--- src/rtl/ycocg_fade_out.sv ---
// Pixel back end: frame-stepped luma fade, 6-stage YCoCg->RGB conversion, clamp, scale, de blanking.
// Sync, de and coordinates travel alongside the colour data so every output is exactly 6 cycles late.
module ycocg_fade_out #(
  parameter int CORDW      = 11,
  parameter int YW         = 7,
  parameter int CW         = 8,
  parameter int OUTW       = 8,
  parameter int FADE_SHIFT = 1
) (
  input  logic                    clk_pix,
  input  logic                    rst_pix,
  input  logic [CORDW-1:0]        in_sx,
  input  logic [CORDW-1:0]        in_sy,
  input  logic                    in_de,
  input  logic                    in_hsync,
  input  logic                    in_vsync,
  input  logic [YW-1:0]           in_y,
  input  logic signed [CW-1:0]    in_co,
  input  logic signed [CW-1:0]    in_cg,
  input  logic                    frame,
  input  logic                    fade_start,
  input  logic [1:0]              fade_cmd,
  output logic                    fade_busy,
  output logic [YW:0]             fade_level,
  output logic [1:0]              fade_state,
  output logic [CORDW-1:0]        sx,
  output logic [CORDW-1:0]        sy,
  output logic                    de,
  output logic                    hsync,
  output logic                    vsync,
  output logic [OUTW-1:0]         r,
  output logic [OUTW-1:0]         g,
  output logic [OUTW-1:0]         b
);
  localparam int IW   = YW + 3;
  localparam int MW   = 2 * CORDW + 3;
  localparam int DIVW = (FADE_SHIFT > 0) ? FADE_SHIFT : 1;
  localparam logic [YW:0]            AMAX    = {1'b1, {YW{1'b0}}};
  localparam logic [DIVW-1:0]        DIV_MAX = DIVW'((2 ** FADE_SHIFT) - 1);
  localparam logic signed [IW-1:0]   VMAX    = IW'((1 << YW) - 1);

  typedef enum logic [1:0] {IDLE = 2'd0, FADE_OUT = 2'd1, FADE_IN = 2'd2} state_t;

  state_t          state_q, state_d;
  logic [YW:0]     a_q, a_d;
  logic [DIVW-1:0] div_q, div_d;
  logic            busy_q;

  // Fade controller: a command in the same cycle as a frame pulse takes priority.
  always_comb begin
    state_d = state_q;
    a_d     = a_q;
    div_d   = div_q;
    if (fade_start && fade_cmd == 2'b11) begin
      state_d = IDLE;
      a_d     = '0;
      div_d   = '0;
    end else if (fade_start && fade_cmd == 2'b01 && state_q == IDLE) begin
      if (a_q != AMAX) begin
        state_d = FADE_OUT;
        div_d   = '0;
      end
    end else if (fade_start && fade_cmd == 2'b10 && state_q == IDLE) begin
      if (a_q != '0) begin
        state_d = FADE_IN;
        div_d   = '0;
      end
    end else if (frame && state_q != IDLE) begin
      if (div_q == DIV_MAX) begin
        div_d = '0;
        a_d   = (state_q == FADE_OUT) ? a_q + 1'b1 : a_q - 1'b1;
        if (a_d == AMAX || a_d == '0) state_d = IDLE;
      end else begin
        div_d = div_q + 1'b1;
      end
    end
  end

  always_ff @(posedge clk_pix) begin
    if (rst_pix) begin
      state_q <= IDLE;
      a_q     <= '0;
      div_q   <= '0;
      busy_q  <= 1'b0;
    end else begin
      state_q <= state_d;
      a_q     <= a_d;
      div_q   <= div_d;
      busy_q  <= (state_d != IDLE);
    end
  end

  assign fade_busy  = busy_q;
  assign fade_level = a_q;
  assign fade_state = state_q;

  function automatic logic [YW-1:0] clamp_y(input logic signed [IW-1:0] v);
    if (v < 0) return '0;
    else if (v > VMAX) return '1;
    else return v[YW-1:0];
  endfunction

  // MSB replication so that 0 maps to 0 and full scale maps to all ones.
  function automatic logic [OUTW-1:0] scale_c(input logic [YW-1:0] v);
    logic [OUTW-1:0] w;
    w = OUTW'(v);
    return (w << (OUTW - YW)) | (w >> (2 * YW - OUTW));
  endfunction

  logic signed [IW-1:0] ydiff, ye1_d;
  logic signed [IW-1:0] ye1_q, co1_q, cg1_q;
  logic signed [IW-1:0] t2_q, co2_q, cg2_q;
  logic signed [IW-1:0] g3_q, b3_q, co3_q;
  logic signed [IW-1:0] r4_q, g4_q, b4_q;
  logic [OUTW-1:0]      r5_q, g5_q, b5_q;
  logic [OUTW-1:0]      r6_q, g6_q, b6_q;
  logic [4:0]           blank_q;
  logic [MW-1:0]        meta_q [6];

  always_comb begin
    ydiff = $signed({3'b000, in_y}) - $signed({2'b00, a_q});
    ye1_d = ydiff[IW-1] ? '0 : ydiff;
  end

  always_ff @(posedge clk_pix) begin
    if (rst_pix) begin
      ye1_q <= '0; co1_q <= '0; cg1_q <= '0;
      t2_q  <= '0; co2_q <= '0; cg2_q <= '0;
      g3_q  <= '0; b3_q  <= '0; co3_q <= '0;
      r4_q  <= '0; g4_q  <= '0; b4_q  <= '0;
      r5_q  <= '0; g5_q  <= '0; b5_q  <= '0;
      r6_q  <= '0; g6_q  <= '0; b6_q  <= '0;
      blank_q <= '0;
      for (int i = 0; i < 6; i++) meta_q[i] <= '0;
    end else begin
      ye1_q <= ye1_d;
      co1_q <= IW'(in_co);
      cg1_q <= IW'(in_cg);
      t2_q  <= ye1_q - (cg1_q >>> 1);
      co2_q <= co1_q;
      cg2_q <= cg1_q;
      g3_q  <= cg2_q + t2_q;
      b3_q  <= t2_q - (co2_q >>> 1);
      co3_q <= co2_q;
      r4_q  <= b3_q + co3_q;
      g4_q  <= g3_q;
      b4_q  <= b3_q;
      r5_q  <= scale_c(clamp_y(r4_q));
      g5_q  <= scale_c(clamp_y(g4_q));
      b5_q  <= scale_c(clamp_y(b4_q));
      r6_q  <= blank_q[4] ? '0 : r5_q;
      g6_q  <= blank_q[4] ? '0 : g5_q;
      b6_q  <= blank_q[4] ? '0 : b5_q;
      // Blank decision uses the attenuation seen by this pixel at stage 1.
      blank_q <= {blank_q[3:0], (!in_de || a_q == AMAX)};
      meta_q[0] <= {in_sx, in_sy, in_de, in_hsync, in_vsync};
      for (int i = 1; i < 6; i++) meta_q[i] <= meta_q[i-1];
    end
  end

  assign {sx, sy, de, hsync, vsync} = meta_q[5];
  assign r = r6_q;
  assign g = g6_q;
  assign b = b6_q;
endmodule

--- config.mk ---
export PLATFORM = sky130hd
export DESIGN_NAME = ycocg_fade_out
export DESIGN_NICKNAME = d
export VERILOG_FILES = /design/src/rtl/ycocg_fade_out.sv
export SDC_FILE = /design/constraint.sdc
export NUM_CORES = 1
export LEC_CHECK = 0
export BUFFER_PORTS_ARGS = -buffer_cell sky130_fd_sc_hd__buf_2
export CAP_MARGIN = 20
export CORE_MARGIN = 2
export CORE_UTILIZATION = 35
export CTS_BUF_LIST = sky130_fd_sc_hd__clkbuf_16
export DETAILED_ROUTE_END_ITERATION = 10
export MAX_ROUTING_LAYER = met4
export SLEW_MARGIN = 10
export SYNTH_ARGS = -nofsm -noshare
export SYNTH_HDL_FRONTEND = slang
export SYNTH_SLANG_ARGS = --single-unit
--- constraint.sdc ---
create_clock -name clk_pix -period 2.4 [get_ports clk_pix]
set_input_delay 0.12 -clock clk_pix [delete_from_list [all_inputs] [get_ports clk_pix]]
set_output_delay 0.12 -clock clk_pix [all_outputs]
set_load 0.05 [all_outputs]
==> key figures, run 1 <==
Die
  – Die Wd: roughly 180 um
  – Initial Util: a little over a third
  – Core Box Area: 30,500 sq um
  – Die area: 32,400 sq um
  – Number of I/O pins: around 110
  – Die Ht: approximately 180 um
  – Rows: 64

Power and ir drop
  – Leak: about 0.0059 uW
  – Clock network fraction of design power: about two fifths
  – Sequential share of power: between 40% and 50%
  – NetSw: ~2800 uW
  – Worst vdd ir: 0.386 mV
  – Sw frac: between 20% and 30%
  – Total design power: 11,800 uW
  – Logic pwr share: a little over a tenth
  – Internal: between 9000 and 10,000 uW
  – Power per Cell Area: about 870 nW/um^2

Placement
  – GPL Wtd Cong: 0.810
  – Number of port buffers: about 110
  – Cells after DPL: around 1,500
  – Post-detail-place hpwl: roughly 12,000 um

Synth
  – Netlist cell types: 52
  – Number of synthesized flops with an enable pin: 0
  – Sequential fraction of the synthesis area: 58.8%
  – Syn avg cell area: between 10 and 15 sq um
  – Post-synthesis instance total: roughly 1,000
  – Synth Flop Type: dfxtp_1
  – Yosys Warn Count: 0
  – Synthesized cell area: 10,800 sq um
  – Post-synthesis async set-or-reset flop share: 0%
  – Syn_nets: between 1,000 and 1,500
  – Seq cells post-synth: 318

STA
  – Crit path setup slack, layout: -0.180 ns
  – Setup TNS: -0.180 ns
  – RSZ-0062 raised after global routing: true
  – Worst slew pin tran: about 0.51 ns
  – Tcrit/Tclk final: 108%
  – Final setup violation count: 1
  – Max frequency: 0.388 GHz
  – Setup Skew: 0.0121 ns
  – Worst slew margin: 65.5%
  – Count of final max-slew check failures: 0
  – Hold Fails Final Rpt: 0
  – Tmin final: 2.58 ns

Critical path
  – CP Max Fanout: 8
  – Endpoint class of the critical path: flop
  – Worst Setup SP: fade_state[1]$_SDFF_PP0_
  – Worst Path Required: ~2.8 ns
  – Cells along the critical path: nand2b_4, fa_2, a211oi_4, or4b_4, o2111ai_4, or4b_4, a31o_4, or2_1
  – Worst R2R End: fade_busy$_SDFF_PP0_
  – Launching point of the worst reg2reg path: fade_state[1]$_SDFF_PP0_
  – Slowest CP cell: or4b_4
  – Depth of the most critical reg-to-reg path: 8
  – CP Launch Type: flop
  – Most used cell, CP: or4b_4
  – Crit path arrival time: slightly below 3 ns
  – Worst stage delay on the critical path: 0.56 ns
  – Crit Path Category: reg2reg
  – Worst Setup EP: fade_busy$_SDFF_PP0_
  – Setup slack, reg-to-reg: -0.18 ns

Drt
  – Post-route ant nets: 0
  – Routed WL: approximately 19,000 um
  – TritonRoute pass-1 iters: 4
  – DRC: 0
  – Vias per Instance: ~4.2
  – DR vias: between 6,000 and 7,000
  – Routed len/inst: 11.8 um
  – DRC violation total after the first TritonRoute iteration: approximately 240

Clocking
  – Clock sinks: about 320
  – CTS clk-pin slew, worst paths: around 0.050 ns
  – CTS tree: yes
  – Htree depth: 2
  – Skew-Pair Late Insertion Delay: approximately 0.5 ns
  – TritonCTS Buffers: 35
  – Root Driver: clkbuf_16
  – CTS max path bufs: 3

Finish
  – Commonest cells after routing, fill and taps aside: dfxtp_1 (313), nor2b_1 (223), buf_2 (112)
  – Commonest non-fill, non-tap cell in the layout: dfxtp_1
  – Finished Layout Cells: between 1,500 and 2,000
  – Fin nets: around 1,300
  – Area Growth Syn to Fin: 25.7%
  – Share of cells above drive strength 1: between 10% and 20%

Status
  – Failing checks: negative setup slack
  – Status: complete, but fails checks

Worst hold path
  – HP Class: in2reg
  – Hold depth: 4

Global routing
  – Initial antenna violation count: 1
  – Congestion Overflow GR: 0
  – Number of global-route vias before repair: 6,615
  – First-pass GRT wire length: between 30,000 and 40,000 um
  – Largest net degree at the start of global routing: approximately 120
  – GRT Overall Usage: 11.9%

Flow run
  – Max cap viols: 0
[cell families (layout without fill, tap and decap cells)]
logic type	after synthesis	after routing	synth area share, %
and+or+nand+nor	395	395	20.7
DFF	318	318	58.8
AOI/OAI and AO/OA	134	134	8.45
buffers and inverters	89	291	3.26
adders and majority gates	56	56	6.88
muxes	11	11	1.13
xor gates and xnor gates	10	10	0.809
other	1	2	0.0346
[per-layer routing]
| layer | part of all wire, % | global-route usage (%) |
|---|---|---|
| met2 | 41 | 17.2 |
| met3 | 5.5 | 2.80 |
| met1 | 52 | 16.4 |
| met4 | 2.2 | 3.97 |
| met5 | 0 | - |
[power groups by stage]
stage | logic (uW) | registers, uW | clock network (uW)
after floorplan | 777 | 5920 | 0
final | 1260 | 5710 | 4850
after global placement | 1150 | 5830 | 0
after detailed placement | 1160 | 5830 | 0
after CTS | 1240 | 5710 | 5010
after global routing | 1410 | 5740 | 5240
[synthesized netlist by cell type, types with 9 or more instances]
cell | number | area, sq um
o21a_1 | 36 | 270
and2_1 | 21 | 131
clkbuf_1 | 34 | 128
nand2_1 | 16 | 60.1
dfxtp_1 | 318 | 6370
or2_2 | 12 | 75.1
ha_1 | 50 | 626
nor2b_1 | 225 | 1410
mux2_2 | 10 | 113
a21oi_1 | 22 | 110
o21ai_0 | 26 | 130
inv_1 | 48 | 180
xnor2_1 | 9 | 78.8
nor3_1 | 25 | 125
nor2_1 | 70 | 263
[worst max-delay path, delay by kind of cell, from the launching register on]
family,cells,cell delay [ns]
and+or+nand+nor,4,1.12
AOI/OAI and AO/OA,3,0.61
adders and majority gates,1,0.39
DFF,1,0.33
[metrics by stage]
stage                     hold slack, ns  cell area [sq um]  setup WS [ns]  util, %
after floorplan                    0.212              10900         -0.145        -
after global placement             0.331              11900         -0.249     39.1
final                             0.0154              13600         -0.180     44.6
after global routing              0.0179              13600         -0.252     44.6
after CTS                       0.000571              13500         -0.161     44.2
after detailed placement           0.332              11900         -0.264     39.1
[timing repair]
| item | 4_1_cts | 5_1_grt |
|---|---|---|
| gates resized for setup | 12 | 28 |
| setup buffers | 3 | 3 |
| endpoints found under the hold margin | 42 | 0 |
| pin swaps | 8 | 9 |
| gates cloned | 0 | 0 |
| endpoints found under the setup margin | 11 | 15 |
| hold buffers | 41 | 0 |
[registers in the layout, summed over array words and instances, names as in the netlist, 8 cells and up]
register    flops
cg1_q           8
g4_q           10
co2_q           8
b4_q           10
fade_level      8
r4_q           10
t2_q           10
ye1_q           9
co1_q           8
cg2_q           8
g3_q           10
meta_q        150
b3_q           10
co3_q           8
[final cells by class]
class	instances	area, sq um
diodes	1	2.50
clock buffers	36	901
clock inverters	24	149
fillers	2899	16900
inverters	48	180
multi-input cells	607	4290
flip-flops and latches	318	6380
well taps	396	495
repair buffers	183	1230
[worst min-delay path by stage]
stage	to	startpoint	slack, ns
finish	ye1_q[0]$_SDFF_PP0_	in_y[0]	0.02
floorplan	blank_q[0]$_SDFF_PP0_	in_de	0.21
detailed placement	meta_q[0][16]$_SDFF_PP0_	in_sx[2]	0.33
global placement	meta_q[0][12]$_SDFF_PP0_	in_sy[9]	0.33
global route	ye1_q[0]$_SDFF_PP0_	in_y[0]	0.02
CTS	ye1_q[0]$_SDFF_PP0_	in_y[0]	0.0006
Note: power is estimated with default switching activity, not from simulation.
==> run 2, diff against run 1 <==
--- a/config.mk
+++ b/config.mk
@@ -8,10 +8,11 @@
 export BUFFER_PORTS_ARGS = -buffer_cell sky130_fd_sc_hd__buf_2
 export CAP_MARGIN = 20
 export CORE_MARGIN = 2
-export CORE_UTILIZATION = 35
+export CORE_UTILIZATION = 52
 export CTS_BUF_LIST = sky130_fd_sc_hd__clkbuf_16
 export DETAILED_ROUTE_END_ITERATION = 10
 export MAX_ROUTING_LAYER = met4
+export PLACE_DENSITY = 0.75
 export SLEW_MARGIN = 10
 export SYNTH_ARGS = -nofsm -noshare
 export SYNTH_HDL_FRONTEND = slang
==> run 2 against run 1 <==
Largest cell class unchanged. Sequential share of layout area is 0.64 points higher. Sequential power barely moved. Cell count decreased by 7.9%. Critical path depth up 1. Global-route usage rose by 4.2 points. Die area shrank 32%. Critical endpoint unchanged. Largest power group unchanged. The flow still finishes with violations (negative setup slack). Combinational power hardly changed.
==> key figures, run 2 (same netlist as run 1, synthesis figures left out) <==
Status
  – Status: complete, but fails checks
  – Failing checks: negative setup slack

Finish
  – Share of cells above drive strength 1: 19.8% (about the same)
  – Commonest cells after routing, fill and taps aside: dfxtp_1 (313), nor2b_1 (224), buf_2 (112)
  – Fillers: 1,553 (-46%)
  – Footprint of the multi-input gates: 4260 sq um (-0.53%)
  – Area Growth Syn to Fin: 24.1%
  – Largest register by flop count: meta_q
  – Inserted Diodes: 0 (-1)
  – Register area: 6380 sq um (unchanged)
  – Commonest non-fill, non-tap cell in the layout: dfxtp_1
  – Final core occ: 66.0% (+21 points)
  – Fin nets: 1,301 (-0.15%)
  – Max reg flops: 150 (unchanged)

STA
  – Tcrit/Tclk final: 106% (-1.3 points)
  – Setup Skew: 0.00905 ns (-0.00308 ns)
  – Crit path setup slack, layout: -0.150 ns (+0.0303 ns)
  – RSZ-0062 raised after global routing: true
  – Count of final max-slew check failures: 0 (unchanged)
  – Hold Fails Final Rpt: 0 (unchanged)
  – Worst slew pin tran: 0.676 ns (+0.162 ns)
  – Worst hold margin: 0.0427 ns (+0.0273 ns)
  – Final setup violation count: 2 (+1)
  – Worst slew margin: 54.9% (-11 points)
  – Max frequency: 0.392 GHz (+1.2%)
  – Tmin final: 2.55 ns (-0.0303 ns)

Power and ir drop
  – Worst vdd ir: 0.470 mV (+22%)
  – Power per Cell Area: 874 nW/um^2 (+0.77%)
  – Leak: 0.00587 uW (about the same)

Die
  – Core Box Area: 20,400 sq um (-33%)
  – Die Ht: 148 um (-18%)
  – Die Wd: 148 um (-18%)
  – Initial Util: 53.2% (+18 points)
  – Rows: 52 (-19%)
  – Die area: 22,000 sq um (-32%)
  – Number of I/O pins: 114 (unchanged)

Critical path
  – Endpoint class of the critical path: flop
  – CP Launch Type: flop
  – Crit path arrival time: 2.99 ns (+0.03 ns)
  – Worst Path Required: 2.84 ns (+0.06 ns)
  – CP Max Fanout: 7 (-1)
  – Crit Path Category: reg2reg

Global routing
  – Initial antenna violation count: 0 (-1)
  – Largest net degree at the start of global routing: 126 (+9.6%)
  – Number of global-route vias before repair: 6,340 (-4.2%)
  – GRT Overall Usage: 16.1% (+4.2 points)
  – Congestion Overflow GR: 0 (unchanged)
  – First-pass GRT wire length: 28,700 um (-9.4%)

Clocking
  – Clock sinks: 318 (unchanged)
  – Htree depth: 1 (-1)
  – CTS clk-pin slew, worst paths: 0.07 ns (+0.02 ns)
  – Root Driver: clkbuf_16
  – Skew-Pair Late Insertion Delay: 0.54 ns (+0.04 ns)
  – TritonCTS Buffers: 31 (-11%)
  – CTS tree: yes
  – CTS max path bufs: 3 (unchanged)

Drt
  – DRC violation total after the first TritonRoute iteration: 259 (+8.4%)
  – Routed len/inst: 12.0 um (+0.99%)
  – Max Used Layer: met4
  – Routed WL: 17,800 um (-7.0%)
  – TritonRoute pass-1 iters: 5 (+1)
  – Vias per Instance: 4.62 (+9.7%)
  – Routed wl met3: 839 um (-21%)
  – DR vias: 6,860 (+1.0%)
  – DRC: 0 (unchanged)
  – Post-route ant nets: 0 (unchanged)
  – Met2 WL: 8250 um (+6.0%)
  – Wire length on met1: 8270 um (-16%)

Placement
  – Number of port buffers: 113 (unchanged)
  – GPL Wtd Cong: 0.842 (+4.0%)
  – Post-detail-place hpwl: 11,400 um (-8.7%)

Flow run
  – Max cap viols: 0 (unchanged)

Worst hold path
  – HP Class: in2reg
-- run 2: changes by cell type in the layout (fill, tap and decap cells not counted), moves of 3 or more --
cell	before	now
clkinv_2	5	8
bufinv_16	1	5
dlygate4sd3_1	41	45
clkbuf_16	36	31
clkinv_1	11	5
-- run 2: cell type report --
class / instances / share of cell area (%)
well taps: 270 / 2.51
multi-input cells: 607 / 31.7
clock buffers: 31 / 5.77
repair buffers: 185 / 9.28
flip-flops and latches: 318 / 47.5
inverters: 48 / 1.34
clock inverters: 26 / 1.92
-- run 2: worst paths after layout --
check | startpoint | endpoint | slack, ns | cells past startpoint
worst min register to register | g5_q[1]$_SDFF_PP0_ | g[1]$_SDFF_PP0_ | 0.42 | 1
worst max-delay path | fade_state[1]$_SDFF_PP0_ | fade_busy$_SDFF_PP0_ | -0.15 | 9
worst min-delay path | fade_start | div_q$_SDFFE_PP0P_ | 0.04 | 4
worst max register to register | fade_state[1]$_SDFF_PP0_ | fade_busy$_SDFF_PP0_ | -0.15 | 9
-- run 2: per-stage QoR --
| stage | instance area (sq um) | instances | setup WS, ns | setup TNS (ns) | total power [uW] |
|---|---|---|---|---|---|
| 2_1_floorplan | 10900 | 1014 | -0.145 | -0.145 | 6700 |
| 3_3_place_gp | 11700 | 1375 | -0.212 | -0.271 | 6940 |
| 3_5_place_dp | 11700 | 1375 | -0.263 | -0.536 | 6960 |
| 4_1_cts | 13300 | 1480 | -0.130 | -0.130 | 11900 |
| 5_1_grt | 13400 | 1485 | -0.221 | -0.352 | 12300 |
| 6_report | 13400 | 1485 | -0.150 | -0.202 | 11800 |
-- run 2: routing by layer --
layer / global-route usage [%] / vias to the layer above
li1: - / 3641
met1: 20.4 / 3033
met2: 26.6 / 153
met3: 2.91 / 33
met4: 4.81 / 0
met5: - / -
-- run 2: repair_timing --
item / 4_1_cts / 5_1_grt
gates resized for setup: 16 / 18
setup endpoints to repair: 8 / 11
buffers inserted: 3 / 4
pin swaps: 8 / 8
hold buffers: 45 / 0
hold endpoints to repair: 46 / 0
-- run 2: where the power goes --
part	switching (uW)	leakage (uW)	internal [uW]
registers	102	0.00261	5600
logic	675	0.00274	568
clock network	1920	0.000526	2880
total	2700	0.00587	9050
-- run 2: worst max-delay path, stage by stage, from the launching register on --
cell and delay, ns:
dfxtp_4 0.34, nand2b_4 0.18, buf_4 0.15, ha_4 0.23, a211oi_4 0.28, or4b_4 0.18, o2111ai_2 0.11, or4b_4 0.55
a31o_2 0.22, or2_1 0.20
